$ cat src/rtl/pipe_hazard_ctrl_pkg.sv
// Shared decode constants, instruction classes and pipeline tag helpers
// for the pipelined hazard/control unit.
package pipe_hazard_ctrl_pkg;

    localparam logic [5:0] OP_SPECIAL = 6'b000000;
    localparam logic [5:0] OP_J       = 6'b000010;
    localparam logic [5:0] OP_JAL     = 6'b000011;
    localparam logic [5:0] OP_BEQ     = 6'b000100;
    localparam logic [5:0] OP_ORI     = 6'b001101;
    localparam logic [5:0] OP_LUI     = 6'b001111;
    localparam logic [5:0] OP_LW      = 6'b100011;
    localparam logic [5:0] OP_SW      = 6'b101011;

    localparam logic [5:0] FN_JR    = 6'b001000;
    localparam logic [5:0] FN_MFHI  = 6'b010000;
    localparam logic [5:0] FN_MTHI  = 6'b010001;
    localparam logic [5:0] FN_MFLO  = 6'b010010;
    localparam logic [5:0] FN_MTLO  = 6'b010011;
    localparam logic [5:0] FN_MULT  = 6'b011000;
    localparam logic [5:0] FN_MULTU = 6'b011001;
    localparam logic [5:0] FN_DIV   = 6'b011010;
    localparam logic [5:0] FN_DIVU  = 6'b011011;
    localparam logic [5:0] FN_ADDU  = 6'b100001;
    localparam logic [5:0] FN_SUBU  = 6'b100011;
    localparam logic [5:0] FN_SLT   = 6'b101010;

    localparam logic [1:0] FWD_GRF  = 2'd0;
    localparam logic [1:0] FWD_PIPE = 2'd0;
    localparam logic [1:0] FWD_W    = 2'd1;
    localparam logic [1:0] FWD_M    = 2'd2;
    localparam logic [1:0] FWD_E    = 2'd3;

    localparam logic [1:0] TUSE_BRANCH = 2'd0;
    localparam logic [1:0] TUSE_ALU    = 2'd1;
    localparam logic [1:0] TUSE_STORE  = 2'd2;
    localparam logic [1:0] TNEW_JAL    = 2'd0;
    localparam logic [1:0] TNEW_ALU    = 2'd1;
    localparam logic [1:0] TNEW_LOAD   = 2'd2;

    typedef enum logic [3:0] {
        CLS_NOP, CLS_CALC_R, CLS_CALC_I, CLS_LOAD, CLS_STORE, CLS_BRANCH,
        CLS_JUMP, CLS_JUMP_REG, CLS_JAL, CLS_MD, CLS_MF, CLS_MT
    } instr_class_t;

    // rs/rt are carried zeroed when the instruction does not read them,
    // so an unused source can never match a destination downstream.
    typedef struct packed {
        logic [4:0] a3;
        logic [4:0] rs;
        logic [4:0] rt;
        logic [1:0] tnew;
        logic       is_md;
        logic       is_div;
        logic       is_load;
    } stage_tag_t;

    function automatic stage_tag_t age_tag(input stage_tag_t t);
        stage_tag_t r;
        r = t;
        if (t.tnew != 2'd0) r.tnew = t.tnew - 2'd1;
        return r;
    endfunction

    function automatic logic fwd_hit(input logic [4:0] r, input stage_tag_t t);
        return (r != 5'd0) && (r == t.a3) && (t.tnew == 2'd0);
    endfunction

    function automatic logic data_hazard(input logic [4:0] r, input logic [1:0] tuse,
                                         input stage_tag_t t);
        return (r != 5'd0) && (r == t.a3) && (t.tnew > tuse);
    endfunction

endpackage

$ cat src/rtl/pipe_hazard_ctrl_instr_class_dec.sv
// Combinational D-stage decoder: instruction class, source usage with
// their Tuse, result Tnew and destination register.
import pipe_hazard_ctrl_pkg::*;

module instr_class_dec (
    input  logic [31:0]  instr,
    output instr_class_t cls,
    output logic         rs_use,
    output logic         rt_use,
    output logic [1:0]   tuse_rs,
    output logic [1:0]   tuse_rt,
    output logic [1:0]   tnew,
    output logic [4:0]   a3,
    output logic         is_md,
    output logic         is_div,
    output logic         is_load
);
    logic [5:0] op;
    logic [5:0] funct;
    logic       unused_shamt;

    assign op           = instr[31:26];
    assign funct        = instr[5:0];
    assign unused_shamt = ^instr[10:6];

    // Classify the instruction; anything outside the supported set stays a nop
    always_comb begin
        cls     = CLS_NOP;
        rs_use  = 1'b0;
        rt_use  = 1'b0;
        tuse_rs = TUSE_ALU;
        tuse_rt = TUSE_ALU;
        tnew    = 2'd0;
        a3      = 5'd0;
        is_md   = 1'b0;
        is_div  = 1'b0;
        is_load = 1'b0;
        case (op)
            OP_SPECIAL: begin
                case (funct)
                    FN_ADDU, FN_SUBU, FN_SLT: begin
                        cls    = CLS_CALC_R;
                        rs_use = 1'b1;
                        rt_use = 1'b1;
                        tnew   = TNEW_ALU;
                        a3     = instr[15:11];
                    end
                    FN_JR: begin
                        cls     = CLS_JUMP_REG;
                        rs_use  = 1'b1;
                        tuse_rs = TUSE_BRANCH;
                    end
                    FN_MULT, FN_MULTU, FN_DIV, FN_DIVU: begin
                        cls    = CLS_MD;
                        rs_use = 1'b1;
                        rt_use = 1'b1;
                        is_md  = 1'b1;
                        is_div = (funct == FN_DIV) || (funct == FN_DIVU);
                    end
                    FN_MFHI, FN_MFLO: begin
                        cls  = CLS_MF;
                        tnew = TNEW_ALU;
                        a3   = instr[15:11];
                    end
                    FN_MTHI, FN_MTLO: begin
                        cls    = CLS_MT;
                        rs_use = 1'b1;
                    end
                    default: cls = CLS_NOP;
                endcase
            end
            OP_ORI: begin
                cls    = CLS_CALC_I;
                rs_use = 1'b1;
                tnew   = TNEW_ALU;
                a3     = instr[20:16];
            end
            OP_LUI: begin
                cls  = CLS_CALC_I;
                tnew = TNEW_ALU;
                a3   = instr[20:16];
            end
            OP_LW: begin
                cls     = CLS_LOAD;
                rs_use  = 1'b1;
                tnew    = TNEW_LOAD;
                a3      = instr[20:16];
                is_load = 1'b1;
            end
            OP_SW: begin
                cls     = CLS_STORE;
                rs_use  = 1'b1;
                rt_use  = 1'b1;
                tuse_rt = TUSE_STORE;
            end
            OP_BEQ: begin
                cls     = CLS_BRANCH;
                rs_use  = 1'b1;
                rt_use  = 1'b1;
                tuse_rs = TUSE_BRANCH;
                tuse_rt = TUSE_BRANCH;
            end
            OP_J:   cls = CLS_JUMP;
            OP_JAL: begin
                cls  = CLS_JAL;
                tnew = TNEW_JAL;
                a3   = 5'd31;
            end
            default: cls = CLS_NOP;
        endcase
    end

endmodule

$ cat src/rtl/pipe_hazard_ctrl.sv
// Pipelined hazard/control unit: per-stage destination tags, stall and
// bubble generation, forwarding selects and the mult/div busy counter.
import pipe_hazard_ctrl_pkg::*;

module pipe_hazard_ctrl #(
    parameter int MULT_LAT = 5,
    parameter int DIV_LAT  = 10,
    parameter int CNT_W    = 4
) (
    input  logic        clk,
    input  logic        reset,
    input  logic [31:0] instr_d,
    output logic        stall,
    output logic [1:0]  fwd_rs_d,
    output logic [1:0]  fwd_rt_d,
    output logic [1:0]  fwd_rs_e,
    output logic [1:0]  fwd_rt_e,
    output logic        fwd_rt_m,
    output logic [4:0]  a3_e,
    output logic [4:0]  a3_m,
    output logic [4:0]  a3_w,
    output logic        grf_we_w,
    output logic        md_start_e,
    output logic        md_busy
);
    instr_class_t     cls_d;
    logic             rs_use_d, rt_use_d;
    logic [1:0]       tuse_rs_d, tuse_rt_d, tnew_d;
    logic [4:0]       a3_d;
    logic             is_md_d, is_div_d, is_load_d;
    stage_tag_t       tag_dec, tag_e, tag_m, tag_w;
    logic [CNT_W-1:0] cnt;
    logic             data_stall, md_stall, md_class_d;
    logic             unused_tag_bits;

    instr_class_dec u_dec (
        .instr   (instr_d),
        .cls     (cls_d),
        .rs_use  (rs_use_d),
        .rt_use  (rt_use_d),
        .tuse_rs (tuse_rs_d),
        .tuse_rt (tuse_rt_d),
        .tnew    (tnew_d),
        .a3      (a3_d),
        .is_md   (is_md_d),
        .is_div  (is_div_d),
        .is_load (is_load_d)
    );

    assign unused_tag_bits = ^{tag_e.is_load, tag_m.rs, tag_m.is_md, tag_m.is_div,
                               tag_m.is_load, tag_w.rs, tag_w.rt, tag_w.is_md,
                               tag_w.is_div, tag_w.is_load};

    // Assemble the tag the D instruction would carry into E
    always_comb begin
        tag_dec         = '0;
        tag_dec.a3      = a3_d;
        tag_dec.rs      = rs_use_d ? instr_d[25:21] : 5'd0;
        tag_dec.rt      = rt_use_d ? instr_d[20:16] : 5'd0;
        tag_dec.tnew    = tnew_d;
        tag_dec.is_md   = is_md_d;
        tag_dec.is_div  = is_div_d;
        tag_dec.is_load = is_load_d;
    end

    // Advance tags down the pipe; a stalled D becomes a bubble in E
    always_ff @(posedge clk or posedge reset) begin
        if (reset) begin
            tag_e <= '0;
            tag_m <= '0;
            tag_w <= '0;
        end else begin
            tag_e <= stall ? '0 : tag_dec;
            tag_m <= age_tag(tag_e);
            tag_w <= age_tag(tag_m);
        end
    end

    // MD busy counter: load latency when an MD op sits in E, else count down
    always_ff @(posedge clk or posedge reset) begin
        if (reset) begin
            cnt <= '0;
        end else if (md_start_e) begin
            cnt <= tag_e.is_div ? CNT_W'(DIV_LAT) : CNT_W'(MULT_LAT);
        end else if (cnt != '0) begin
            cnt <= cnt - 1'b1;
        end
    end

    assign md_start_e = tag_e.is_md;
    assign md_busy    = (cnt != '0);

    // Stall when a D source is produced too late, or HI/LO is still in use
    always_comb begin
        data_stall = data_hazard(tag_dec.rs, tuse_rs_d, tag_e) ||
                     data_hazard(tag_dec.rs, tuse_rs_d, tag_m) ||
                     data_hazard(tag_dec.rt, tuse_rt_d, tag_e) ||
                     data_hazard(tag_dec.rt, tuse_rt_d, tag_m);
        md_class_d = (cls_d == CLS_MD) || (cls_d == CLS_MF) || (cls_d == CLS_MT);
        md_stall   = md_class_d && (md_busy || md_start_e);
        stall      = data_stall || md_stall;
    end

    // Forward selects, youngest producer with a ready result wins
    always_comb begin
        fwd_rs_d = FWD_GRF;
        fwd_rt_d = FWD_GRF;
        fwd_rs_e = FWD_PIPE;
        fwd_rt_e = FWD_PIPE;
        fwd_rt_m = 1'b0;
        if      (fwd_hit(tag_dec.rs, tag_e)) fwd_rs_d = FWD_E;
        else if (fwd_hit(tag_dec.rs, tag_m)) fwd_rs_d = FWD_M;
        else if (fwd_hit(tag_dec.rs, tag_w)) fwd_rs_d = FWD_W;
        if      (fwd_hit(tag_dec.rt, tag_e)) fwd_rt_d = FWD_E;
        else if (fwd_hit(tag_dec.rt, tag_m)) fwd_rt_d = FWD_M;
        else if (fwd_hit(tag_dec.rt, tag_w)) fwd_rt_d = FWD_W;
        if      (fwd_hit(tag_e.rs, tag_m))   fwd_rs_e = FWD_M;
        else if (fwd_hit(tag_e.rs, tag_w))   fwd_rs_e = FWD_W;
        if      (fwd_hit(tag_e.rt, tag_m))   fwd_rt_e = FWD_M;
        else if (fwd_hit(tag_e.rt, tag_w))   fwd_rt_e = FWD_W;
        fwd_rt_m = fwd_hit(tag_m.rt, tag_w);
    end

    assign a3_e     = tag_e.a3;
    assign a3_m     = tag_m.a3;
    assign a3_w     = tag_w.a3;
    assign grf_we_w = (tag_w.a3 != 5'd0);

endmodule

$ cat config.mk
export PLATFORM = sky130hd
export DESIGN_NAME = pipe_hazard_ctrl
export DESIGN_NICKNAME = d
export VERILOG_FILES = /design/src/rtl/pipe_hazard_ctrl_pkg.sv /design/src/rtl/pipe_hazard_ctrl_instr_class_dec.sv /design/src/rtl/pipe_hazard_ctrl.sv
export SDC_FILE = /design/constraint.sdc
export NUM_CORES = 1
export LEC_CHECK = 0
export ABC_AREA = 1
export CAP_MARGIN = 40
export CELL_PAD_IN_SITES_DETAIL_PLACEMENT = 1
export CELL_PAD_IN_SITES_GLOBAL_PLACEMENT = 1
export CORE_MARGIN = 4
export CORE_UTILIZATION = 38
export DETAILED_ROUTE_END_ITERATION = 8
export PLACE_DENSITY = 0.87
export SYNTH_ARGS = -nofsm -noshare
export SYNTH_HDL_FRONTEND = slang
export SYNTH_SLANG_ARGS = --single-unit
$ cat constraint.sdc
create_clock -name clk -period 3.2 [get_ports clk]
set_input_delay 0.64 -clock clk [delete_from_list [all_inputs] [get_ports clk]]
set_output_delay 0.64 -clock clk [all_outputs]
set_load 0.05 [all_outputs]
-- Word level (Yosys, flattened, before mapping)
Index checks and enable logic that the tools add are counted.
- reduce and logical (&&, ||, !) cells: 60
- eq/ne operators: 33
- add/sub/neg operators: 3
- multiplexer cells: 36
- order comparisons: 4
- operator list (cell ; count):
    5-bit == test ; 11
    6-bit by 5-bit == test with 1-bit output (second input constant) ; 8
    6-bit == test (second input constant) ; 5
    5-bit nonzero test ; 6
    4-bit case mux with 7 select lines ; 1
    1-bit logical AND ; 27
    20-bit two-way mux ; 1
    4-bit case mux with 5 select lines ; 1
    6-bit by 4-bit == test with 1-bit output (second input constant) ; 3
    2-bit two-way mux ; 8
    5-bit two-way mux ; 3
    5-bit case mux with 3 select lines ; 1
    1-bit two-way mux ; 13
    4-bit == test (second input constant) ; 3
    6-bit by 2-bit == test with 1-bit output (second input constant) ; 2
    4-bit two-way mux ; 3
    10-bit OR reduction ; 1
    2-bit > comparator ; 4
    1-bit logical OR ; 8
    2-bit case mux with 2 select lines ; 2
    2-bit OR reduction ; 4
    4-bit OR reduction ; 2
    7-bit OR reduction ; 1
    6-bit by 3-bit == test with 1-bit output (second input constant) ; 1
    other kinds (10) ; 17
- logic and storage cells: 148
- input bits: 34
- output and inout bits: 28
- bits in registers: 42

-- Depth between registers and ports, before layout
Gate-level depths: netlist (run 1).
- depth after elaboration: 13
- gate-level depth with buffers: 18
- mapped depth without buffers: 17

-- Hierarchy
Synthesis (run 1) repeated with hierarchy kept, for this count alone.
- cells, all modules: 446
- area, all modules: 3174.3 sq um
- modules (own cells, without submodules) (module ; cells an instance ; seq. area each (sq um) ; times used ; area each (sq um)):
    pipe_hazard_ctrl ; 347 ; 1051.0 ; 1 ; 2715.1
    instr_class_dec ; 99 ; 0.0 ; 1 ; 459.2

-- Worst setup path before layout (run 1)
OpenSTA, ideal clock, no wires.
- path type: flip-flop to output port
- from: register tag_m, in the netlist a3_m[1]
- to: output port fwd_rs_e[0]
- data required time: 2.560 ns
- path slack: -0.568 ns
- path buffers: 0
- stages on the path, launching flop included: 7
- arrival: 3.128 ns
- cell sequence: dfrtp_1 > inv_1 > o22ai_1 > a221oi_1 > o2111ai_1 > nor4_1 > nor2_1
- longest elaborated chain between the ends: 4
- RTL lines (item ; line ; text):
    from (decl) ; pipe_hazard_ctrl.sv:31 ; stage_tag_t tag_dec, tag_e, tag_m, tag_w;
    from (signal assigned) ; pipe_hazard_ctrl.sv:74 ; tag_m <= age_tag(tag_e);
    5-bit == test ; pipe_hazard_ctrl_pkg.sv:65 ; return (r != 5'd0) && (r == t.a3) && (t.tnew == 2'd0);
    1-bit logical AND (2 in series) ; pipe_hazard_ctrl_pkg.sv:65 ;
    2-bit two-way mux ; pipe_hazard_ctrl.sv:117 ; if (fwd_hit(tag_e.rs, tag_m)) fwd_rs_e = FWD_M;
    to (decl) ; pipe_hazard_ctrl.sv:16 ; output logic [1:0] fwd_rs_e,
Every way passes these cells.

-- Worst setup path after layout (run 1)
- from: input port instr_d[30]
- to: output port fwd_rt_d[0]
- longest elaborated chain between the ends: 10
- elaborated cells between the ends (all ways): 19
- those cells by class: 5 x eq/ne; 5 x mux; 9 x reduce/logical
- RTL lines (item ; line ; text):
    from (decl) ; pipe_hazard_ctrl.sv:12 ; input logic [31:0] instr_d,
    6-bit == test or 6-bit by 3-bit == test with 1-bit output (tied branches) ; pipe_hazard_ctrl_instr_class_dec.sv:38 ; case (op)
    2-bit OR reduction (no source line) ; -- ;
    1-bit case mux with 2 select lines (*) ; pipe_hazard_ctrl_instr_class_dec.sv:38 ;
    5-bit two-way mux (*) ; pipe_hazard_ctrl.sv:59 ; tag_dec.rt = rt_use_d ? instr_d[20:16] : 5'd0;
    5-bit == test or 5-bit nonzero test (tied branches) ; pipe_hazard_ctrl_pkg.sv:65 ;
    1-bit logical AND (2 in series) ; pipe_hazard_ctrl_pkg.sv:65 ;
    1-bit two-way mux ; pipe_hazard_ctrl.sv:116 ; else if (fwd_hit(tag_dec.rt, tag_w)) fwd_rt_d = FWD_W;
    2-bit two-way mux ; pipe_hazard_ctrl.sv:115 ; else if (fwd_hit(tag_dec.rt, tag_m)) fwd_rt_d = FWD_M;
    2-bit two-way mux (*) ; pipe_hazard_ctrl.sv:114 ; if (fwd_hit(tag_dec.rt, tag_e)) fwd_rt_d = FWD_E;
    to (decl) ; pipe_hazard_ctrl.sv:15 ; output logic [1:0] fwd_rt_d,
Every way passes the cells marked *; elsewhere a longest branch is shown, timed or not.

==> flow_metrics.py, run 1 <==
metrics = {
    "place": {
        "dp_cells": 592,
        "port_buffers": 56,
        "gp_congestion": 0.864,
        "dp_hpwl_mm": 8.04,
    },
    "power": {
        "peakVddDrop_mv": 0.168,
        "comb_power_share": 0.348,
        "leakage_nw": 2.31,
        "p_int_mw": 1.01,
        "cellPowerDensity_mw_per_mm2": 341,
        "netSwitchingFraction": 0.379,
        "switchingPower_mw": 0.614,
        "seqPwrFrac": 0.372,
        "clockPowerShare": 0.281,
    },
    "clock_tree": {
        "cts_max_path_buffers": 2,
        "cts_made_buffers": 5,
        "postCtsHoldBufs": 0,
        "clk-insertion-delay-late_ps": 320,
        "cts_tree": "yes",
        "cts.clk_slew.worst_paths_ps": 90,
        "root_buffer": "clkbuf_8",
        "cts_max_level": 2,
        "cts.sinks": 42,
    },
    "hold_path": {
        "hold_path_class": "reg2reg",
    },
    "critical_path": {
        "crit_chain": "buf_8, nor2_4, inv_2, nor2_8, nand3_4, nand3_4, buf_8, nand3_1, nand2_1, nor2_2, nand2_2, nor2_4, nand2_2, nand4_1, nand2_2, buf_12",
        "crit_arrival_ps": 2630,
        "critical_path.slowest_cell": "nand3_4",
        "cpPeakStageDelay_ps": 200,
        "worstPathRequired_ps": 2560,
        "crit_path_end_kind": "output port",
        "crit_family": "simple AND/OR/NAND/NOR gates",
        "path_class": "in2out",
        "cp_max_fo": 8,
        "cp-start-kind": "primary input",
        "crit_top_cell": "nand2_2",
        "crit_buf_inv": 4,
    },
    "yosys": {
        "synth_area_mm2": 0.00313,
        "post_synth_and_or_nand_nor_area_fraction": 0.368,
        "ys_seq_area_frac": 0.335,
        "netlist-cell-type-count": 47,
        "synth_top_family_by_area": "simple AND/OR/NAND/NOR gates",
        "synth_area_leader_cell": "dfrtp_1",
        "synth_edf_count": 0,
        "ys_warn_count": 0,
        "synth_nets": 461,
        "synth-compound-area-share": 0.101,
        "async_flop_share": 1.00,
        "synth_ff_type": "dfrtp_1",
        "synth_fa_ha_area_frac": 0.0319,
        "synth-seq-cells": 42,
        "synth_area_per_cell_um2": 7.48,
        "netlist_instances": 419,
        "synth_xor_area_frac": 0.0335,
        "muxShareOfSynthArea": 0,
        "post-synth-top-area-fraction": 0.335,
        "synth_area_leaders": "dfrtp_1, nand2_1, inv_1, nand3_1, nor2_1",
    },
    "finish": {
        "nets": 563,
        "stdcell_count": 624,
        "final_cell_mix": "nand2_1, inv_1, buf_4",
        "syn2layout_area_growth_pct": 51.8,
        "drive_gt1_frac": 0.385,
        "num-fill-cells": 921,
        "n_antenna_cell": 0,
        "final_util": 0.603,
        "layout_commonest_cell": "nand2_1",
    },
    "timing": {
        "clock-skew-final_ps": 9.86,
        "min_period_over_period": 1.02,
        "slew_violations": 0,
        "tns_ps": -192,
        "max_freq_mhz": 306,
        "tightestPinTransition_ps": 568,
        "final_hold_viol_count": 0,
        "rsz0062_at_grt": "yes",
        "period_needed_ps": 3270,
        "slew_headroom": 0.622,
        "setup_ws_ps": -68.1,
        "setup_violations": 4,
    },
    "floorplan": {
        "start_util": 0.397,
        "die_w_um": 98.8,
        "core_mm2": 0.00789,
        "die_y_um": 98.8,
        "io_pins": 62,
        "rows": 32,
        "dieArea_mm2": 0.00977,
    },
    "routing": {
        "remaining_drc_errors": 0,
        "ant_nets": 0,
        "routed_wl_mm": 15.3,
        "dr.pass1.iters": 5,
        "via_count": 3641,
        "drtIter0Drc": 261,
        "wl_per_cell_um": 24.5,
        "via_per_inst": 5.83,
    },
    "grt": {
        "gr-total-overflow": 0,
        "antenna_found_initial": 0,
        "grt_use_total": 0.254,
        "grt_max_degree": 43,
        "grt_pass1_wl_mm": 19.5,
        "grt_pass1_vias": 3742,
    },
    "run": {
        "maxCapViolCount": 0,
    },
    "status": {
        "run_status": "complete, but fails checks",
        "violations": "setup timing",
    },
}
[layer usage]
metal	track usage	share of wire	vias to the layer above
met1	0.293	0.38	1808
met2	0.456	0.51	199
li1	-	-	1569
met3	0.0333	0.054	65
met5	0	0	-
met4	0.128	0.059	0
[path summary, 6_finish.rpt]
path | startpoint | endpoint | slack, ps | depth (start not counted)
min reg2reg | tag_e[9]$_DFF_PP0_ | tag_m[9]$_DFF_PP0_ | 470 | 0
min | tag_e[9]$_DFF_PP0_ | tag_m[9]$_DFF_PP0_ | 470 | 0
min in group asynchronous | reset | tag_e[1]$_DFF_PP0_ | 760 | 3
max reg2reg | a3_m[1]$_DFF_PP0_ | tag_e[7]$_DFF_PP0_ | 870 | 10
max in group asynchronous | reset | a3_m[0]$_DFF_PP0_ | 2040 | 3
max | instr_d[30] | fwd_rt_d[0] | -70 | 16
[kinds of logic after synthesis]
group           after synthesis
compound gates               49
xor+xnor                     12
fa+ha+maj                     8
buf+inv                      84
flops                        42
simple gates                224
[power groups by stage]
stage / Clock (mW) / Combinational (mW) / Sequential (mW)
after floorplan: 0 / 0.293 / 0.597
after global placement: 0 / 0.434 / 0.605
after detailed placement: 0 / 0.470 / 0.608
after CTS: 0.429 / 0.497 / 0.599
after global routing: 0.474 / 0.600 / 0.607
final: 0.455 / 0.564 / 0.603
[timing repair]
item	4_1_cts	5_1_grt
hold endpoints to repair	0	0
pin swaps	32	51
buffers inserted	12	12
gates cloned	1	0
resized for setup	79	102
endpoints found under the setup margin	5	7
[per-stage QoR]
stage | power [mW] | hold slack [ps] | setup WS, ps | cell area, µm²
after global placement | 1.04 | 418 | -252 | 3970
after global routing | 1.68 | 487 | -181 | 4760
after floorplan | 0.890 | 395 | 196 | 3150
after detailed placement | 1.08 | 441 | -371 | 3970
after CTS | 1.53 | 460 | 2.96 | 4340
final | 1.62 | 470 | -68.1 | 4760
[cells in the mapped netlist (2+ instances only)]
cell type / instances
o2111ai_1: 3
nand2_2: 10
nor3_2: 2
a221oi_1: 4
a21oi_1: 10
o22ai_1: 8
nand3_2: 4
xnor2_1: 4
inv_2: 4
nor2_1: 46
nor4_1: 6
a31oi_1: 2
o21a_1: 2
nor3b_1: 2
inv_1: 60
nor2_2: 7
nor2_4: 10
buf_4: 15
ha_1: 8
nand3_1: 35
nand4_1: 8
xor2_1: 8
o21ai_0: 11
nand2_1: 86
dfrtp_1: 42
[registers in the layout (all words and copies together), names as in the netlist]
register and count:
tag_m 7, a3_e 5, tag_w 2, md_start_e 1
a3_w 5, tag_e 13, cnt 4, a3_m 5
[worst reg2reg max path: stages, from the launching register on]
cell and delay (ps):
dfrtp_1 570, inv_1 240, nand3_2 140, nand2_2 70, nor2_2 140, nand2_2 120
nor3_4 280, nor2_4 80, nand2_4 90, buf_4 360, nor2_1 120
[layout make-up]
class | instances | area, µm² | share of cell area
tap | 102 | 128 | 0.0268
inverter | 65 | 246 | 0.0518
clock inverter | 2 | 37.5 | 0.00789
clock buffer | 6 | 72.6 | 0.0153
multi-input combinational | 294 | 2160 | 0.453
sequential | 42 | 1050 | 0.221
timing repair buffer | 113 | 1070 | 0.224
Note: power is estimated with default switching activity, not from simulation.
==> run 2: changes to the inputs <==
--- a/config.mk
+++ b/config.mk
@@ -5,14 +5,16 @@
 export SDC_FILE = /design/constraint.sdc
 export NUM_CORES = 1
 export LEC_CHECK = 0
-export ABC_AREA = 1
+export ABC_AREA = 0
 export CAP_MARGIN = 40
 export CELL_PAD_IN_SITES_DETAIL_PLACEMENT = 1
 export CELL_PAD_IN_SITES_GLOBAL_PLACEMENT = 1
 export CORE_MARGIN = 4
-export CORE_UTILIZATION = 38
+export CORE_UTILIZATION = 39
 export DETAILED_ROUTE_END_ITERATION = 8
 export PLACE_DENSITY = 0.87
+export REMOVE_ABC_BUFFERS = 1
+export SLEW_MARGIN = 40
 export SYNTH_ARGS = -nofsm -noshare
 export SYNTH_HDL_FRONTEND = slang
 export SYNTH_SLANG_ARGS = --single-unit
==> run 2 against run 1 <==
  * Power shrank 14%
  * Hold slack lost 4.4 ps
  * Sequential cell count is the same
  * Maximum frequency shrank 1.4%
  * Clock power shrank 25%
  * Sequential share of layout area grew 4.1 points
  * Count of clock-buffer cells in the layout shrank 1
  * The run still ends with setup timing left
  * Synthesized cell count shrank 25%
  * Critical path depth shrank 9
  * Final area shrank 16%
  * Combinational power shrank 22%
  * Non-clock buffer count shrank 5
==> flow_metrics.py, run 2 <==
metrics = {
    "routing": {
        "wl_met1_mm": 3.86,
        "routed_wl_mm": 10.3,
        "routed.top_layer": "met4",
        "ant_nets": 0,
        "via_per_inst": 5.63,
        "met2WireLength_mm": 5.54,
        "via_count": 2786,
        "wl_per_cell_um": 20.8,
        "wl_met3_um": 578,
        "drtIter0Drc": 129,
        "remaining_drc_errors": 0,
        "dr.pass1.iters": 4,
    },
    "critical_path": {
        "ff2ff_setup_slack_ps": 770,
        "r2r_cells": 10,
        "cp_max_fo": 4,
        "crit_arrival_ps": 2670,
        "critPathCapture": "stall",
        "path_class": "in2out",
        "r2r-end": "tag_e[3]$_DFF_PP0_",
        "r2r-start": "cnt[0]$_DFFE_PP0N_",
        "crit_path_start": "instr_d[31]",
        "worstPathRequired_ps": 2560,
        "crit_path_end_kind": "output port",
        "cp-start-kind": "primary input",
    },
    "timing": {
        "whs_ps": 466,
        "min_period_over_period": 1.04,
        "setup_violations": 4,
        "tns_ps": -273,
        "max_freq_mhz": 302,
        "period_needed_ps": 3310,
        "rsz0062_at_grt": "yes",
        "slew_headroom": 0.637,
        "slew_violations": 0,
        "clock-skew-final_ps": 10.6,
        "final_hold_viol_count": 0,
        "setup_ws_ps": -113,
        "tightestPinTransition_ps": 544,
    },
    "power": {
        "netSwitchingFraction": 0.342,
        "p_int_mw": 0.913,
        "peakVddDrop_mv": 0.186,
        "clockPowerShare": 0.247,
        "comb_power_share": 0.317,
        "seqPwrFrac": 0.435,
        "total_power_mw": 1.39,
        "cellPowerDensity_mw_per_mm2": 346,
        "leakage_nw": 1.78,
        "switchingPower_mw": 0.475,
    },
    "grt": {
        "grt_use_total": 0.231,
        "grt_pass1_wl_mm": 15.7,
        "gr-total-overflow": 0,
        "grt_max_degree": 43,
        "grt_pass1_vias": 3068,
        "antenna_found_initial": 0,
    },
    "place": {
        "port_buffers": 56,
        "dp_hpwl_mm": 6.89,
        "place_area_mm2": 0.00374,
        "dp_cells": 481,
        "gp_congestion": 0.804,
        "post-place-ws_ps": -549,
    },
    "floorplan": {
        "io_pins": 62,
        "core_mm2": 0.00721,
        "die_y_um": 93.9,
        "start_util": 0.399,
        "rows": 31,
        "die_w_um": 93.9,
        "dieArea_mm2": 0.00881,
    },
    "yosys": {
        "muxShareOfSynthArea": 0,
        "synth_edf_count": 0,
        "synth_area_leader_cell": "dfrtp_1",
        "async_flop_share": 1.00,
        "synth_top_family_by_area": "simple AND/OR/NAND/NOR gates",
        "synth_xor_area_frac": 0.168,
        "ys_warn_count": 0,
        "synth_area_per_cell_um2": 9.10,
        "synth-seq-cells": 42,
        "post-synth-top-area-fraction": 0.366,
        "netlist-cell-type-count": 47,
        "synth_area_leaders": "dfrtp_1, xnor2_1, xor2_1, buf_4, nand2_1",
        "synth-compound-area-share": 0.120,
        "netlist_instances": 316,
        "synth_area_mm2": 0.00288,
        "post_synth_and_or_nand_nor_area_fraction": 0.228,
        "synthTopCellsByCount": "dfrtp_1, xnor2_1, nand2_1, nor3_1, nor2_1",
        "synth_fa_ha_area_frac": 0.0348,
        "ys_seq_area_frac": 0.366,
        "synth_ff_type": "dfrtp_1",
    },
    "finish": {
        "stdcell_count": 495,
        "drive_gt1_frac": 0.273,
        "final_util": 0.556,
        "seq_area_mm2": 0.00105,
        "num-fill-cells": 816,
        "n_antenna_cell": 0,
        "layout_commonest_cell": "buf_4",
        "largest_reg_flops": 13,
        "syn2layout_area_growth_pct": 39.5,
        "final_area_mm2": 0.00401,
        "nets": 438,
        "final_cell_mix": "buf_4, dfrtp_1, xnor2_1",
        "multi_input_area_mm2": 0.00173,
        "reg_top3": "tag_e x13, tag_m x7",
        "largest_register": "tag_e",
    },
    "run": {
        "maxCapViolCount": 0,
    },
    "clock_tree": {
        "cts.sinks": 42,
        "cts_max_level": 2,
        "clk-insertion-delay-late_ps": 300,
        "root_buffer": "clkbuf_8",
        "postCtsHoldBufs": 0,
        "cts_made_buffers": 5,
        "cts_max_path_buffers": 2,
        "cts_tree": "yes",
        "cts.clk_slew.worst_paths_ps": 90,
    },
    "hold_path": {
        "hold_path_class": "reg2reg",
    },
    "status": {
        "run_status": "complete, but fails checks",
        "violations": "setup timing",
    },
}
run 2: repair_timing:
| action | CTS | global route |
|---|---|---|
| setup buffers | 6 | 4 |
| gates cloned | 0 | 0 |
| setup endpoints to repair | 5 | 6 |
| pin swaps | 19 | 12 |
| gates resized for setup | 76 | 18 |
run 2: worst min path at each step:
| stage | to | startpoint | depth (start not counted) |
|---|---|---|---|
| 3_5_place_dp | tag_m[5]$_DFF_PP0_ | tag_e[5]$_DFF_PP0_ | 0 |
| 5_1_grt | tag_m[5]$_DFF_PP0_ | tag_e[5]$_DFF_PP0_ | 0 |
| 2_1_floorplan | tag_m[5]$_DFF_PP0_ | tag_e[5]$_DFF_PP0_ | 0 |
| 6_report | tag_m[5]$_DFF_PP0_ | tag_e[5]$_DFF_PP0_ | 0 |
| 3_3_place_gp | tag_m[8]$_DFF_PP0_ | tag_e[8]$_DFF_PP0_ | 0 |
| 4_1_cts | tag_m[5]$_DFF_PP0_ | tag_e[5]$_DFF_PP0_ | 0 |
run 2: layout make-up:
type                    instances  share of cell area
repair buffers                108               0.246
inverters                      10             0.00936
well taps                      99              0.0309
multi-input cells             229               0.432
clock inverters                 2             0.00250
clock buffers                   5              0.0172
flip-flops and latches         42               0.262
run 2: worst max-delay path, cell delays in order:
cell	delay [ps]
buf_8	100
or4_4	530
or4_4	480
o32ai_4	450
o21a_4	210
or2_4	130
buf_12	130
run 2: cells by family (layout without fill, tap and decap cells):
group | Yosys count | after routing
fa+ha+maj | 8 | 8
buf+inv | 45 | 125
flops | 42 | 42
simple gates | 123 | 123
compound gates | 43 | 43
xor+xnor | 55 | 55
run 2: power groups by stage:
stage / registers [mW] / logic (mW) / clock network [mW]
final: 0.604 / 0.440 / 0.343
after global routing: 0.610 / 0.481 / 0.366
after CTS: 0.603 / 0.429 / 0.336
after detailed placement: 0.614 / 0.417 / 0
after global placement: 0.610 / 0.393 / 0
after floorplan: 0.621 / 0.237 / 0
run 2: layer usage:
metal	track usage	vias up
met5	0	-
met3	0.0353	35
met1	0.256	1399
met2	0.436	103
met4	0.0878	0
li1	-	1249
==> run 3: changes to the inputs <==
--- a/config.mk
+++ b/config.mk
@@ -6,11 +6,13 @@
 export NUM_CORES = 1
 export LEC_CHECK = 0
 export ABC_AREA = 0
-export CAP_MARGIN = 40
+export CAP_MARGIN = 10
 export CELL_PAD_IN_SITES_DETAIL_PLACEMENT = 1
 export CELL_PAD_IN_SITES_GLOBAL_PLACEMENT = 1
+export CORE_ASPECT_RATIO = 2
 export CORE_MARGIN = 4
 export CORE_UTILIZATION = 39
+export CTS_CLUSTER_DIAMETER = 150
 export DETAILED_ROUTE_END_ITERATION = 8
 export PLACE_DENSITY = 0.87
 export REMOVE_ABC_BUFFERS = 1
==> run 3 against run 2 <==
  * The run still ends with setup timing left
  * Utilization grew 2.2 points
  * Final cell count shrank 0.40%
  * Die area grew 0.94%
  * Setup slack lost 10 ps
  * Clock skew shrank 3.9 ps
  * Global-route usage grew 2.6 points
  * Register-to-register slack lost 130 ps
  * Clock power grew 53%
  * First-iteration DRC count shrank 29%
  * Highest routed layer unchanged
  * Largest power group unchanged
==> flow_metrics.py, run 3 (synthesis results as in run 2) <==
metrics = {
    "status": {
        "run_status": "complete, but fails checks",
        "violations": "setup timing",
    },
    "floorplan": {
        "die_y_um": 129,
        "io_pins": 62,
        "rows": 44,
        "die_w_um": 68.7,
        "dieArea_mm2": 0.00889,
        "start_util": 0.399,
        "core_mm2": 0.00721,
    },
    "critical_path": {
        "crit_arrival_ps": 2680,
        "crit_path_end_kind": "output port",
        "path_class": "in2out",
        "cp-start-kind": "primary input",
        "worstPathRequired_ps": 2560,
        "ff2ff_setup_slack_ps": 640,
        "cp_max_fo": 6,
    },
    "grt": {
        "use_met3": 0.0304,
        "grt_pass1_wl_mm": 16.5,
        "grt_use_total": 0.256,
        "gr-total-overflow": 0,
        "antenna_found_initial": 0,
        "grt_max_degree": 43,
        "gr-max-usage-layer": "met2",
        "met1_usage": 0.229,
        "grt_pass1_vias": 3193,
        "grt.met2_usage": 0.496,
    },
    "place": {
        "gp_congestion": 0.872,
        "port_buffers": 56,
        "dp_hpwl_mm": 7.39,
        "post-place-ws_ps": -498,
        "dp_cells": 479,
        "place_area_mm2": 0.00377,
    },
    "finish": {
        "stdcell_count": 493,
        "syn2layout_area_growth_pct": 45.0,
        "n_antenna_cell": 0,
        "num-fill-cells": 818,
        "reg_top3": "tag_e x13, tag_m x7",
        "largest_register": "tag_e",
        "largest_reg_flops": 13,
        "final_area_mm2": 0.00417,
        "drive_gt1_frac": 0.292,
        "nets": 442,
        "final_cell_mix": "buf_4, dfrtp_1, xnor2_1",
        "layout_commonest_cell": "buf_4",
    },
    "routing": {
        "dr.pass1.iters": 4,
        "remaining_drc_errors": 0,
        "via_count": 2894,
        "drtIter0Drc": 92,
        "routed_wl_mm": 11.2,
        "wl_per_cell_um": 22.6,
        "via_per_inst": 5.87,
        "ant_nets": 0,
    },
    "power": {
        "total_power_mw": 1.59,
        "peakVddDrop_mv": 0.228,
        "leakage_nw": 1.85,
        "cellPowerDensity_mw_per_mm2": 382,
    },
    "timing": {
        "min_period_over_period": 1.04,
        "slew_violations": 0,
        "max_freq_mhz": 301,
        "rsz0062_at_grt": "yes",
        "setup_violations": 4,
        "setup_ws_ps": -124,
        "period_needed_ps": 3320,
        "tightestPinTransition_ps": 616,
        "slew_headroom": 0.588,
        "clock-skew-final_ps": 6.75,
        "final_hold_viol_count": 0,
    },
    "clock_tree": {
        "cts_tree": "yes",
        "cts.clk_slew.worst_paths_ps": 60,
        "root_buffer": "clkbuf_16",
        "cts_max_level": 2,
        "cts.sinks": 42,
        "postCtsHoldBufs": 0,
        "cts_max_path_buffers": 2,
        "clk-insertion-delay-late_ps": 300,
        "cts_made_buffers": 5,
    },
    "hold_path": {
        "hold_path_class": "reg2reg",
    },
    "run": {
        "maxCapViolCount": 0,
    },
}
[run 3: cell types whose count changed in the layout (fill, tap and decap cells not counted), sizes merged]
cell           before  now
buf                67   71
dlygate4sd2         2    6
clkbuf              8    5
clkdlybuf4s50      31   30
clkinv              2    1
clkinvlp            0    1
inv                10   11
[run 3: worst paths after layout]
kind / endpoint / from / cells past startpoint
worst max-delay path: fwd_rs_d[1] / instr_d[3] / 8
worst min-delay path: tag_m[6]$_DFF_PP0_ / tag_e[6]$_DFF_PP0_ / 0
worst max register to register: md_start_e$_DFF_PP0_ / cnt[1]$_DFFE_PP0N_ / 9
worst min register to register: tag_m[6]$_DFF_PP0_ / tag_e[6]$_DFF_PP0_ / 0
max in group asynchronous: tag_e[7]$_DFF_PP0_ / reset / 3
min in group asynchronous: tag_e[12]$_DFF_PP0_ / reset / 3
[run 3: final cells by class]
type | instances | area, µm² | share of cell area
multi-input combinational | 229 | 1800 | 0.431
sequential | 42 | 1050 | 0.252
timing repair buffer | 112 | 1020 | 0.244
clock buffer | 5 | 125 | 0.0300
tap | 92 | 115 | 0.0276
inverter | 10 | 37.5 | 0.00901
clock inverter | 3 | 25.0 | 0.00600
[run 3: power by group]
group | internal (mW) | switching [mW] | total, mW
logic | 0.209 | 0.250 | 0.459
registers | 0.566 | 0.0425 | 0.609
clock network | 0.293 | 0.233 | 0.526
total | 1.07 | 0.525 | 1.59
[run 3: repair_timing]
action | in CTS | in global routing
endpoints found under the setup margin | 6 | 6
resized for setup | 77 | 16
pin swaps | 18 | 12
setup buffers | 5 | 1
[run 3: per-stage QoR]
step           hold slack, ps  TNS (ps)   util
2_1_floorplan             422     -3990      -
3_3_place_gp              446     -1980  0.522
3_5_place_dp              454     -2250  0.522
4_1_cts                   472      -275  0.565
5_1_grt                   482      -629  0.578
6_report                  476      -303  0.578
[run 3: routing by layer]
layer | part of all wire | vias to the layer above
li1 | - | 1262
met1 | 0.32 | 1425
met2 | 0.57 | 138
met3 | 0.038 | 69
met4 | 0.077 | 0
met5 | 0 | -
[run 3: critical path, stage by stage]
cell	delay, ps
dlygate4sd2_1	250
buf_4	160
or3b_2	480
a31o_4	250
o32ai_4	370
a21boi_2	250
buf_4	150
buf_12	120
==> RTL edit 1, RTL diff (config.mk and constraints of run 3) <==
Change the parameter `CNT_W` from 4 to 3.
--- a/src/rtl/pipe_hazard_ctrl.sv
+++ b/src/rtl/pipe_hazard_ctrl.sv
@@ -5,7 +5,7 @@
 module pipe_hazard_ctrl #(
     parameter int MULT_LAT = 5,
     parameter int DIV_LAT  = 10,
-    parameter int CNT_W    = 4
+    parameter int CNT_W    = 3
 ) (
     input  logic        clk,
     input  logic        reset,
Check against the original RTL: not equivalent (a bounded check fails within 10 cycles, from zero or initial values and one cycle with reset high).
==> RTL edit 1 against run 3 <==
  * Die area is 1.1% lower
  * Design area increased by 3.0%
  * Routed wire length up 8.0%
  * Critical path type unchanged
  * Total power up 1.0%
  * Sequential power decreased by 5.3%
  * Cell count down 2.4%
  * Sequential share of layout area is 1.3 points lower
  * Setup slack got worse by 680 ps
  * The flow still finishes with violations (negative setup slack)
  * Sequential cell count fell by 1
  * Area after synthesis is 1.2% lower
  * Clock power up 14%
  * Maximum frequency is 17% lower
==> RTL edit 1: results (changes against run 3) <==
- Setup-failing EPs final: 24 (+20)
- Fillers: 752 (-8.1%)
- Final worst slack: -804 ps (-680 ps)
- Status: finished with violations
- Tot GR Track Use: 26.3% (+0.67 points)
- Dpl ws: -1210 ps (-709 ps)
- Core area: 6990 µm² (-3.0%)
- Sequential share of power: 35.8% (-2.4 points)
- Setup TNS: -5470 ps (-5170 ps)
- Top delay family on crit path: simple AND/OR/NAND/NOR gates
- Total wire length: 12.0 mm (+8.0%)
- DR iter-0 viols: 172 (+87%)
- First-pass GRT wire length: 16.5 mm (+0.50%)
- Slowest cell delay on critical path: 520 ps (+40 ps)
- Seq. cell area: 1030 µm² (-2.4%)
- Mean Syn Cell Area: 9.47 µm² (+4.1%)
- Synth unique cells: 50 (+6.4%)
- Area Growth Syn to Fin: 51.1%
- Logic power comb: 433 µW (-5.7%)
- HP Start: tag_e[1]$_DFF_PP0_
- Worst-path fanout max: 2 (-4)
- Layout cells sized above 1: 30.9% (+1.8 points)
- Number of vias in the routed layout: 2847 (-1.6%)
- Clock-cell share of area: 3.99% (+0.39 points)
- Cell Area, Placed: 3680 µm² (-2.2%)
- P_leak: 1.91 nW (+3.1%)
- Failing checks: negative setup slack
- Worst R2R Start: tag_e[3]$_DFF_PP0_
- Slowest-stage cell, CP: or4_4
- Peak supply drop: 437 µV (+92%)
- Crit path launch: instr_d[29]
- Clock sinks: 41 (-2.4%)
- Multi-input combinational area share: 41.8% (-1.3 points)
- NetSw: 508 µW (-3.3%)
==> RTL edit 1: cell count changes after synthesis, moves of 5 or more <==
cell             run 3  this run
nor2b_1             11         6
nor4_1              12         6
xor2_1              13        31
inv_1               10        18
nand2_1             28        12
nor3_1              21         7
a211oi_1             2        13
xnor2_1             42        26
nor4b_1              0         7
a21oi_1              7        12
==> RTL edit 1: repair_timing <==
item                                    4_1_cts  5_1_grt
pin swaps                                    12       14
buffers inserted                              7       10
gates resized for setup                      50       29
endpoints found under the setup margin       24       25
==> RTL edit 1: cells by family after synthesis <==
logic type	after synthesis	share of synthesized area [%]
buffers and inverters	51	9.60
adders and majority gates	8	3.52
AOI/OAI and AO/OA	61	16.6
DFF	41	36.1
xor gates and xnor gates	57	17.6
and+or+nand+nor	82	16.6
==> RTL edit 1: worst reg2reg max path, stage by stage (launching register included) <==
cell	delay, ps
dfrtp_1	450
inv_1	100
ha_1	330
nor2_2	60
o211ai_1	220
a2bb2o_4	250
a32o_2	230
buf_6	120
buf_12	140
buf_12	140
nor4b_4	260
==> RTL edit 1: path summary, 6_finish.rpt <==
path                                 endpoint  cells past startpoint
setup / recovery                        stall                     13
min in group asynchronous   a3_w[3]$_DFF_PP0_                      3
hold reg to reg            cnt[2]$_DFFE_PP0N_                      1
setup reg to reg           tag_e[9]$_DFF_PP0_                     10
max in group asynchronous   a3_m[0]$_DFF_PP0_                      3
hold / removal             cnt[2]$_DFFE_PP0N_                      1
==> RTL edit 1: layer usage <==
| layer | wire length (µm) | up-vias | global-route usage (%) |
|---|---|---|---|
| li1 | - | 1226 | - |
| met1 | 3730 | 1417 | 23.7 |
| met2 | 6790 | 136 | 48.4 |
| met3 | 529 | 68 | 5.07 |
| met4 | 990 | 0 | 19.8 |
| met5 | 0 | - | 0 |
==> RTL edit 2, RTL diff (flow settings as in run 3) <==
Without the edit above. Reset style: synchronous (`reset`), changed in 2 clocked blocks.
--- a/src/rtl/pipe_hazard_ctrl.sv
+++ b/src/rtl/pipe_hazard_ctrl.sv
@@ -64,7 +64,7 @@
     end
 
     // Advance tags down the pipe; a stalled D becomes a bubble in E
-    always_ff @(posedge clk or posedge reset) begin
+    always_ff @(posedge clk) begin
         if (reset) begin
             tag_e <= '0;
             tag_m <= '0;
@@ -77,7 +77,7 @@
     end
 
     // MD busy counter: load latency when an MD op sits in E, else count down
-    always_ff @(posedge clk or posedge reset) begin
+    always_ff @(posedge clk) begin
         if (reset) begin
             cnt <= '0;
         end else if (md_start_e) begin
Function: differs if reset is asserted again (counterexample within 4 cycles, from zero or initial values and one cycle with reset high); with reset held inactive, the same outputs for 10 cycles.
==> RTL edit 2 against run 3 <==
  * The run still ends with negative setup slack left
  * Register-to-register slack gained 210 ps
  * Setup slack lost 17 ps
  * Area after synthesis grew 5.6%
  * Design area grew 12%
  * Sequential cell count is the same
  * Total power grew 2.8%
  * Routed wire length grew 35%
  * Clock skew grew 6.0 ps
  * Largest power group is now the clock network
  * Combinational power grew 2%
==> RTL edit 2: results (changes against run 3) <==
- Share of async-settable or async-resettable flops after synthesis: 0% (-100 points)
- Worst R2R Start: a3_m[1]$_SDFF_PP0_
- DR iter-0 viols: 272 (+200%)
- Synth unique cells: 65 (+38%)
- HP Start: a3_e[2]$_SDFF_PP0_
- Detailed placer's ending HPWL: 8.94 mm (+21%)
- Hold path endpoint: a3_m[2]$_SDFF_PP0_
- Non-Filler Instances: 580 (+18%)
- Diode count: 0 (unchanged)
- Sequential fraction of the synthesis area: 27.7% (-8.9 points)
- Dpl ws: -504 ps (-5.46 ps)
- Actual transition at the worst max-transition pin: 664 ps (+47.6 ps)
- Worst setup endpoint: stall
- Routability cong.: 0.937 (+7.5%)
- Dominant cells by area after synthesis: dfxtp_1, xor2_1, xnor2_1, buf_4, nor2b_1
- Number of vias in the routed layout: 3522 (+22%)
- Clock Skew: 12.7 ps (+5.99 ps)
- Final worst slack: -141 ps (-17.0 ps)
- Dpl cells: 543 (+13%)
- Layout cells sized above 1: 35.6% (+6.4 points)
- WL/cell: 26.1 µm (+15%)
- Mean Syn Cell Area: 8.37 µm² (-8.1%)
- First-pass GRT wire length: 22.3 mm (+36%)
- Reg2reg setup slack: 850 ps (+210 ps)
- P_leak: 2.06 nW (+11%)
- Synth top cells by count: dfxtp_1, xor2_1, nor2_1
- Peak supply drop: 228 µV (+0.15%)
- Tot GR Track Use: 31.7% (+6.1 points)
- Final hold slack: 540 ps (+63.9 ps)
- Failing checks: negative setup slack
- Crit path DAT: 2700 ps (+20 ps)
- Fillers: 894 (+9.3%)
- Vias in the first global route: 4032 (+26%)
- Post-CTS setup buffer count: 28 (+23)
- Crit path launch: instr_d[5]
- Status: finished with violations
- Reg2reg end: tag_e[8]$_SDFF_PP0_
- Worst-path fanout max: 3 (-3)
- Hold path depth: 1 (+1)
- PostCTS Resize Cnt: 58 (-25%)
- Setup-failing EPs final: 3 (-1)
-- RTL edit 2: cell count changes after synthesis, moves of 8 or more --
| cell | before | now |
|---|---|---|
| dfrtp_1 | 42 | 0 |
| nand2_1 | 28 | 9 |
| xor2_1 | 13 | 34 |
| nor2b_1 | 11 | 19 |
| nand3_1 | 6 | 14 |
| a21oi_1 | 7 | 18 |
| xnor2_1 | 42 | 20 |
| dfxtp_1 | 0 | 42 |
-- RTL edit 2: cells by family (layout without fill, tap and decap cells) --
logic type	count (synthesis)	after routing	share of synthesized area [%]
AND/OR/NAND/NOR	151	151	30.4
AO/OA/AOI/OAI	54	54	13.0
flip-flops	42	42	27.7
XOR/XNOR	54	54	15.6
buffers and inverters	54	177	10.0
adder cells (fa/ha/maj)	8	8	3.30
-- RTL edit 2: cell type report --
type / count / area, µm² / area share [%]
clock inverter: 3 / 40.0 / 0.859
sequential: 42 / 841 / 18.0
timing repair buffer: 156 / 1360 / 29.2
tap: 94 / 118 / 2.52
multi-input combinational: 267 / 2130 / 45.6
clock buffer: 5 / 125 / 2.68
inverter: 13 / 48.8 / 1.05
-- RTL edit 2: layer usage --
layer / part of all wire [%] / up-vias / wire length [µm] / GRT usage (%)
li1: - / 1515 / - / -
met1: 32 / 1733 / 4820 / 27.4
met2: 54 / 176 / 8190 / 58.5
met3: 3.4 / 98 / 518 / 5.40
met4: 10 / 0 / 1580 / 29.6
met5: 0 / - / 0 / 0
-- RTL edit 2: critical path: stages --
cell and delay (ps):
dlygate4sd2_1 280, nor2_2 150, a41o_1 220, nand3_4 120, ha_4 280, nor2_2 120
nor2_1 60, or3_4 360, a21oi_2 180, or3_4 160, buf_12 130
-- RTL edit 2: power breakdown --
group	switching, mW	internal [mW]
Sequential	0.0230	0.549
Clock	0.231	0.366
Combinational	0.263	0.207
Total	0.517	1.12
